**src/rtl/axi_latency_fifo_if.sv**
```systemverilog
// Stream interface for the latency-balancing delay line.
// The slave modport is the block's view; master is the source/consumer side.
interface axi_latency_fifo_if #(
  parameter int WIDTH = 32
);
  logic [WIDTH-1:0] s_axis_a_tdata;
  logic             s_axis_a_tvalid;
  logic             s_axis_a_tready;
  logic [WIDTH-1:0] m_axis_result_tdata;
  logic             m_axis_result_tvalid;
  logic             m_axis_result_tready;

  modport master (
    output s_axis_a_tdata, s_axis_a_tvalid, m_axis_result_tready,
    input  s_axis_a_tready, m_axis_result_tdata, m_axis_result_tvalid
  );

  modport slave (
    input  s_axis_a_tdata, s_axis_a_tvalid, m_axis_result_tready,
    output s_axis_a_tready, m_axis_result_tdata, m_axis_result_tvalid
  );
endinterface

```
**src/rtl/axi_latency_fifo.sv**
```systemverilog
// Fixed-latency stream delay line feeding a first-word-fall-through FIFO.
// Input credit is taken from the registered total of beats in flight plus buffered.
module axi_latency_fifo #(
  parameter int  WIDTH   = 32,
  parameter int  LATENCY = 8,
  parameter int  DEPTH   = 16,
  localparam int CNT_W   = $clog2(DEPTH + 1)
) (
  input  logic              aclk,
  input  logic              aresetn,
  axi_latency_fifo_if.slave axis,
  output logic [CNT_W-1:0]  occupancy
);
  localparam int PTR_W = (DEPTH > 1) ? $clog2(DEPTH) : 1;

  generate
    if (LATENCY < 1 || DEPTH < 1) begin : g_param_check
      $error("axi_latency_fifo: LATENCY and DEPTH must both be at least 1");
    end
  endgenerate

  logic             dl_vld_q [LATENCY];
  logic             dl_vld_d [LATENCY];
  logic [WIDTH-1:0] dl_dat_q [LATENCY];
  logic [WIDTH-1:0] dl_dat_d [LATENCY];
  logic [WIDTH-1:0] mem_q [DEPTH];
  logic [WIDTH-1:0] mem_d [DEPTH];
  logic [PTR_W-1:0] wr_ptr_q, wr_ptr_d;
  logic [PTR_W-1:0] rd_ptr_q, rd_ptr_d;
  logic [CNT_W-1:0] fifo_cnt_q, fifo_cnt_d;
  logic [CNT_W-1:0] occ_q, occ_d;

  logic s_ready;
  logic accept;
  logic exit_vld;
  logic pop;

  function automatic logic [PTR_W-1:0] ptr_inc(input logic [PTR_W-1:0] p);
    return (p == PTR_W'(DEPTH - 1)) ? '0 : p + PTR_W'(1);
  endfunction

  always_comb begin
    s_ready  = occ_q < CNT_W'(DEPTH);
    accept   = axis.s_axis_a_tvalid && s_ready;
    exit_vld = dl_vld_q[LATENCY-1];
    pop      = (fifo_cnt_q != '0) && axis.m_axis_result_tready;

    // Delay line never stalls; the credit limit guarantees the FIFO has room at exit.
    dl_vld_d[0] = accept;
    dl_dat_d[0] = axis.s_axis_a_tdata;
    for (int i = 1; i < LATENCY; i++) begin
      dl_vld_d[i] = dl_vld_q[i-1];
      dl_dat_d[i] = dl_dat_q[i-1];
    end

    mem_d    = mem_q;
    wr_ptr_d = wr_ptr_q;
    if (exit_vld) begin
      mem_d[wr_ptr_q] = dl_dat_q[LATENCY-1];
      wr_ptr_d        = ptr_inc(wr_ptr_q);
    end
    rd_ptr_d = pop ? ptr_inc(rd_ptr_q) : rd_ptr_q;

    fifo_cnt_d = fifo_cnt_q;
    if (exit_vld && !pop) fifo_cnt_d = fifo_cnt_q + CNT_W'(1);
    else if (!exit_vld && pop) fifo_cnt_d = fifo_cnt_q - CNT_W'(1);

    occ_d = occ_q;
    if (accept && !pop) occ_d = occ_q + CNT_W'(1);
    else if (!accept && pop) occ_d = occ_q - CNT_W'(1);
  end

  always_ff @(posedge aclk or negedge aresetn) begin
    if (!aresetn) begin
      for (int i = 0; i < LATENCY; i++) begin
        dl_vld_q[i] <= 1'b0;
        dl_dat_q[i] <= '0;
      end
      for (int i = 0; i < DEPTH; i++) mem_q[i] <= '0;
      wr_ptr_q   <= '0;
      rd_ptr_q   <= '0;
      fifo_cnt_q <= '0;
      occ_q      <= '0;
    end else begin
      dl_vld_q   <= dl_vld_d;
      dl_dat_q   <= dl_dat_d;
      mem_q      <= mem_d;
      wr_ptr_q   <= wr_ptr_d;
      rd_ptr_q   <= rd_ptr_d;
      fifo_cnt_q <= fifo_cnt_d;
      occ_q      <= occ_d;
    end
  end

  // Head slot is never overwritten while occupied, so held data stays stable under stall.
  assign axis.s_axis_a_tready      = s_ready;
  assign axis.m_axis_result_tvalid = (fifo_cnt_q != '0);
  assign axis.m_axis_result_tdata  = mem_q[rd_ptr_q];
  assign occupancy                 = occ_q;
endmodule

```
**src/flat_wrapper.sv**
```systemverilog
// flat-port wrapper written by rule: the top's interface ports become plain ports
module axi_latency_fifo_flat 
#(
  parameter int  WIDTH   = 32,
  parameter int  LATENCY = 8,
  parameter int  DEPTH   = 16,
  localparam int CNT_W   = $clog2(DEPTH + 1)
)
  (aclk, aresetn, occupancy, axis_s_axis_a_tdata, axis_s_axis_a_tvalid, axis_m_axis_result_tready, axis_s_axis_a_tready, axis_m_axis_result_tdata, axis_m_axis_result_tvalid);
  axi_latency_fifo_if #(.WIDTH(WIDTH)) axis_i ();
  input  logic aclk;
  input  logic aresetn;
  output logic [CNT_W-1:0] occupancy;
  input wire logic [$bits(axis_i.s_axis_a_tdata)-1:0] axis_s_axis_a_tdata;
  input wire logic [$bits(axis_i.s_axis_a_tvalid)-1:0] axis_s_axis_a_tvalid;
  input wire logic [$bits(axis_i.m_axis_result_tready)-1:0] axis_m_axis_result_tready;
  output wire logic [$bits(axis_i.s_axis_a_tready)-1:0] axis_s_axis_a_tready;
  output wire logic [$bits(axis_i.m_axis_result_tdata)-1:0] axis_m_axis_result_tdata;
  output wire logic [$bits(axis_i.m_axis_result_tvalid)-1:0] axis_m_axis_result_tvalid;
  assign axis_i.s_axis_a_tdata = axis_s_axis_a_tdata;
  assign axis_i.s_axis_a_tvalid = axis_s_axis_a_tvalid;
  assign axis_i.m_axis_result_tready = axis_m_axis_result_tready;
  assign axis_s_axis_a_tready = axis_i.s_axis_a_tready;
  assign axis_m_axis_result_tdata = axis_i.m_axis_result_tdata;
  assign axis_m_axis_result_tvalid = axis_i.m_axis_result_tvalid;
  axi_latency_fifo #(.WIDTH(WIDTH), .LATENCY(LATENCY), .DEPTH(DEPTH)) u_core (.aclk(aclk), .aresetn(aresetn), .axis(axis_i), .occupancy(occupancy));
endmodule
```
**config.mk**
```make
export PLATFORM = sky130hd
export DESIGN_NAME = axi_latency_fifo_flat
export DESIGN_NICKNAME = d
export VERILOG_FILES = /design/src/rtl/axi_latency_fifo_if.sv /design/src/rtl/axi_latency_fifo.sv /design/src/flat_wrapper.sv
export SDC_FILE = /design/constraint.sdc
export NUM_CORES = 1
export LEC_CHECK = 0
export ABC_AREA = 1
export BUFFER_PORTS_ARGS = -buffer_cell sky130_fd_sc_hd__buf_2
export CELL_PAD_IN_SITES_DETAIL_PLACEMENT = 1
export CELL_PAD_IN_SITES_GLOBAL_PLACEMENT = 1
export CORE_AREA = 3 3 287 289
export DETAILED_ROUTE_END_ITERATION = 12
export DIE_AREA = 0 0 290 292
export GPL_TIMING_DRIVEN = 0
export PLACE_DENSITY = 0.72
export SLEW_MARGIN = 30
export SYNTH_ARGS = -nofsm -noshare
export SYNTH_HDL_FRONTEND = slang
export SYNTH_SLANG_ARGS = --single-unit
```
**constraint.sdc**
```tcl
create_clock -name aclk -period 4.15 [get_ports aclk]
set_input_delay 0.415 -clock aclk [delete_from_list [all_inputs] [get_ports aclk]]
set_output_delay 0.415 -clock aclk [all_outputs]
set_load 0.01 [all_outputs]
```
==> impl_metrics.yaml <==
route:
  drc: 0
  drtPass1Iterations: 5
  wirelength_um: 97000
  wire_per_inst_um: 19.6
  post_drt_via_cell_ratio: 5.03
  first_iter_violations: 1449
  vias: 24900
  final_antenna_net_count: 0
die:
  start_util_pct: 39.8
  die_w_um: 290
  core_area_um2: 80200
  dieArea_um2: 84700
  core.rowCount: 104
  die_h_um: 292
  io_pins: 75
placed_design:
  place.gp.congestion: 0.811
  place.detailed.hpwl_um: 68200
  port_buffers: 74
  dp.cells: 4756
  place_area_um2: 33800
  pre_cts_ws_ps: 1250
yosys:
  synth-edff-count: 0
  seq_area_frac_synth_pct: 62.3
  netlist.top_cell.by_area: "dfrtp_1"
  synth_commonest_cells: "nand2_1 (1273), dfrtp_1 (794), o21ai_0 (408), nor2_1 (293), inv_1 (253)"
  synth_area_leaders: "dfrtp_1 (62%), nand2_1 (15%), o21ai_0 (6.4%), nor2_1 (3.4%), nand3_1 (3.2%)"
  yosysMostFrequentCell: "nand2_1"
  syn_nets: 3665
  synth_area_um2: 31900
  syn-instance-count: 3614
  synthFlopType: "dfrtp_1"
  ys_seq_elements: 794
  synth_area_per_cell_um2: 8.82
  yosysWarnings: 0
  synth_cell_types: 29
  synthArstFlopShare_pct: 100
  yosysTopAreaCellShare_pct: 62.3
timing:
  drv_slew: 0
  fin_ws_ps: 576
  finClkSkew_ps: 18.8
  fin_hold_ws_ps: 113
  rsz0062_at_grt: "false"
  finalCriticalPeriod_ps: 3570
  min_period_over_period_pct: 86.1
  worst_slew_pin_slew_ps: 888
  setup_tns_ps: 0
  setup_violations: 0
  hold_viol: 0
  clock.fmax_ghz: 0.280
  relSlewSlack_pct: 40.8
grt:
  grt-busiest-layer: "met2"
  grt_pass1_vias: 26200
  globalRoute.totalOverflow: 0
  grt_use_met1_pct: 30.1
  grt_util_met3_pct: 2.99
  globalRouteTotalUtil_pct: 23.0
  antenna_found_initial: 1
  grt_max_degree: 127
  globalRouteMet2Util_pct: 39.1
  grt_pass1_wl_um: 152000
pwr:
  power.density_nw_per_um2: 769
  ir_worst_vdd_v: 0.000369
  total_power_mw: 28.6
  p_leak_nw: 18.3
final_layout:
  area_growth_pct: 16.6
  fin_util_pct: 46.4
  nNetsFinal: 3872
  design_area_um2: 37200
  fin_cells: 4955
  layout-drive-gt1-share_pct: 10.2
critical_path:
  cp.required_ps: 3730
  critical_path.startpoint_type: "register"
  endpoint_kind: "output pin"
  cp.arrival_ps: 3160
  critPathMaxFanout: 10
  worstSetupPathType: "reg2out"
status:
  status: "complete, no violations"
clock_network:
  cts_tree: "yes"
  cts_max_path_buffers: 3
  path_clk_slew_ps: 60
  cts-root-buf: "clkbuf_16"
  cts_setup_buffers: 0
  cts.sinks: 794
  worstSkewPairLatency_ps: 650
  cts_made_buffers: 89
  h-tree-depth: 3
min_path:
  hold_class: "in2reg"
run:
  max_cap_violations: 0
[timing repair]
action,4_1_cts,5_1_grt
hold buffers,34,0
hold endpoints to repair,85,0
resized for setup,0,0
[logic make-up (layout without fill, tap and decap cells)]
kind of cell | count (synthesis) | in the layout | share of synthesized area [%]
adder cells (fa/ha/maj) | 15 | 15 | 0.636
AND/OR/NAND/NOR | 1798 | 1798 | 22.4
flip-flops | 794 | 794 | 62.3
XOR/XNOR | 3 | 3 | 0.0824
other | 0 | 1 | 0
buffers and inverters | 483 | 763 | 6.38
AO/OA/AOI/OAI | 521 | 521 | 8.20
[where the power goes]
group | internal (mW) | switching (mW) | total (mW)
clock | 4.82 | 3.28 | 8.10
sequential | 9.92 | 1.17 | 11.1
combinational | 2.95 | 6.46 | 9.40
total | 17.7 | 10.9 | 28.6
[layout by cell type, fill, tap and decap left out, types with 2 or more instances in the layout]
cell type / n
clkinv_2: 15
buf_2: 179
nand3_1: 207
a21oi_2: 2
ha_1: 13
clkbuf_8: 20
nand4_1: 3
inv_2: 2
clkinvlp_4: 6
xnor2_1: 3
o21ai_0: 408
inv_1: 253
clkbuf_16: 92
clkbuf_1: 87
inv_6: 2
dfrtp_1: 794
bufinv_16: 6
fa_1: 2
buf_4: 8
o21ai_1: 16
buf_16: 8
nor2_4: 3
dlygate4sd3_1: 34
buf_6: 3
clkbuf_2: 28
nor2_1: 293
buf_1: 15
nor2_8: 3
nand2_1: 1273
nor2_2: 2
nand2_2: 10
inv_16: 2
a21oi_1: 94
[path summary, 6_finish.rpt]
check / from / end / slack, ps / cells past startpoint
setup / recovery: u_core.rd_ptr_q[1] / axis_m_axis_result_tdata[30] / 580 / 8
hold / removal: axis_m_axis_result_tready / u_core.rd_ptr_q[1] / 110 / 3
setup reg to reg: u_core.fifo_cnt_q[0] / u_core.fifo_cnt_q[4] / 1300 / 12
hold reg to reg: u_core.dl_dat_d[34] / u_core.dl_dat_d[2] / 330 / 0
max in group asynchronous: aresetn / u_core.mem_q[313] / 2220 / 5
min in group asynchronous: aresetn / u_core.dl_dat_q[8] / 280 / 2
[sequential cells by signal (all words and copies together) (netlist names)]
register and count:
u_core.wr_ptr_q 4, u_core.occupancy 5, u_core.rd_ptr_q 4, u_core.dl_vld_d 7
u_core.fifo_cnt_q 5, u_core.dl_dat_d 224, u_core.dl_dat_q 32, u_core.exit_vld 1
u_core.mem_q 512
[worst max-delay path: stages, from the launching register on]
cell,delay [ps]
dfrtp_1,410
buf_2,240
buf_2,460
clkbuf_1,720
nand2_1,110
nand3_1,130
nand2_1,100
nand2_1,160
buf_2,160
[area by class of cell]
class,count,area (µm²)
clock buffer,131,2650
fill,9393,43000
clock inverter,33,383
antenna,1,2.50
inverter,255,957
multi-input combinational,2337,9990
buffer,228,1080
timing repair buffer,116,946
tap,1060,1330
sequential,794,19900
[routing by layer]
| metal | part of all wire [%] | routed length [µm] |
|---|---|---|
| met1 | 44 | 42300 |
| met2 | 49 | 47500 |
| met3 | 3.5 | 3390 |
| met4 | 3.9 | 3830 |
| met5 | 0 | 0 |
(Power assumes the default switching activity.)
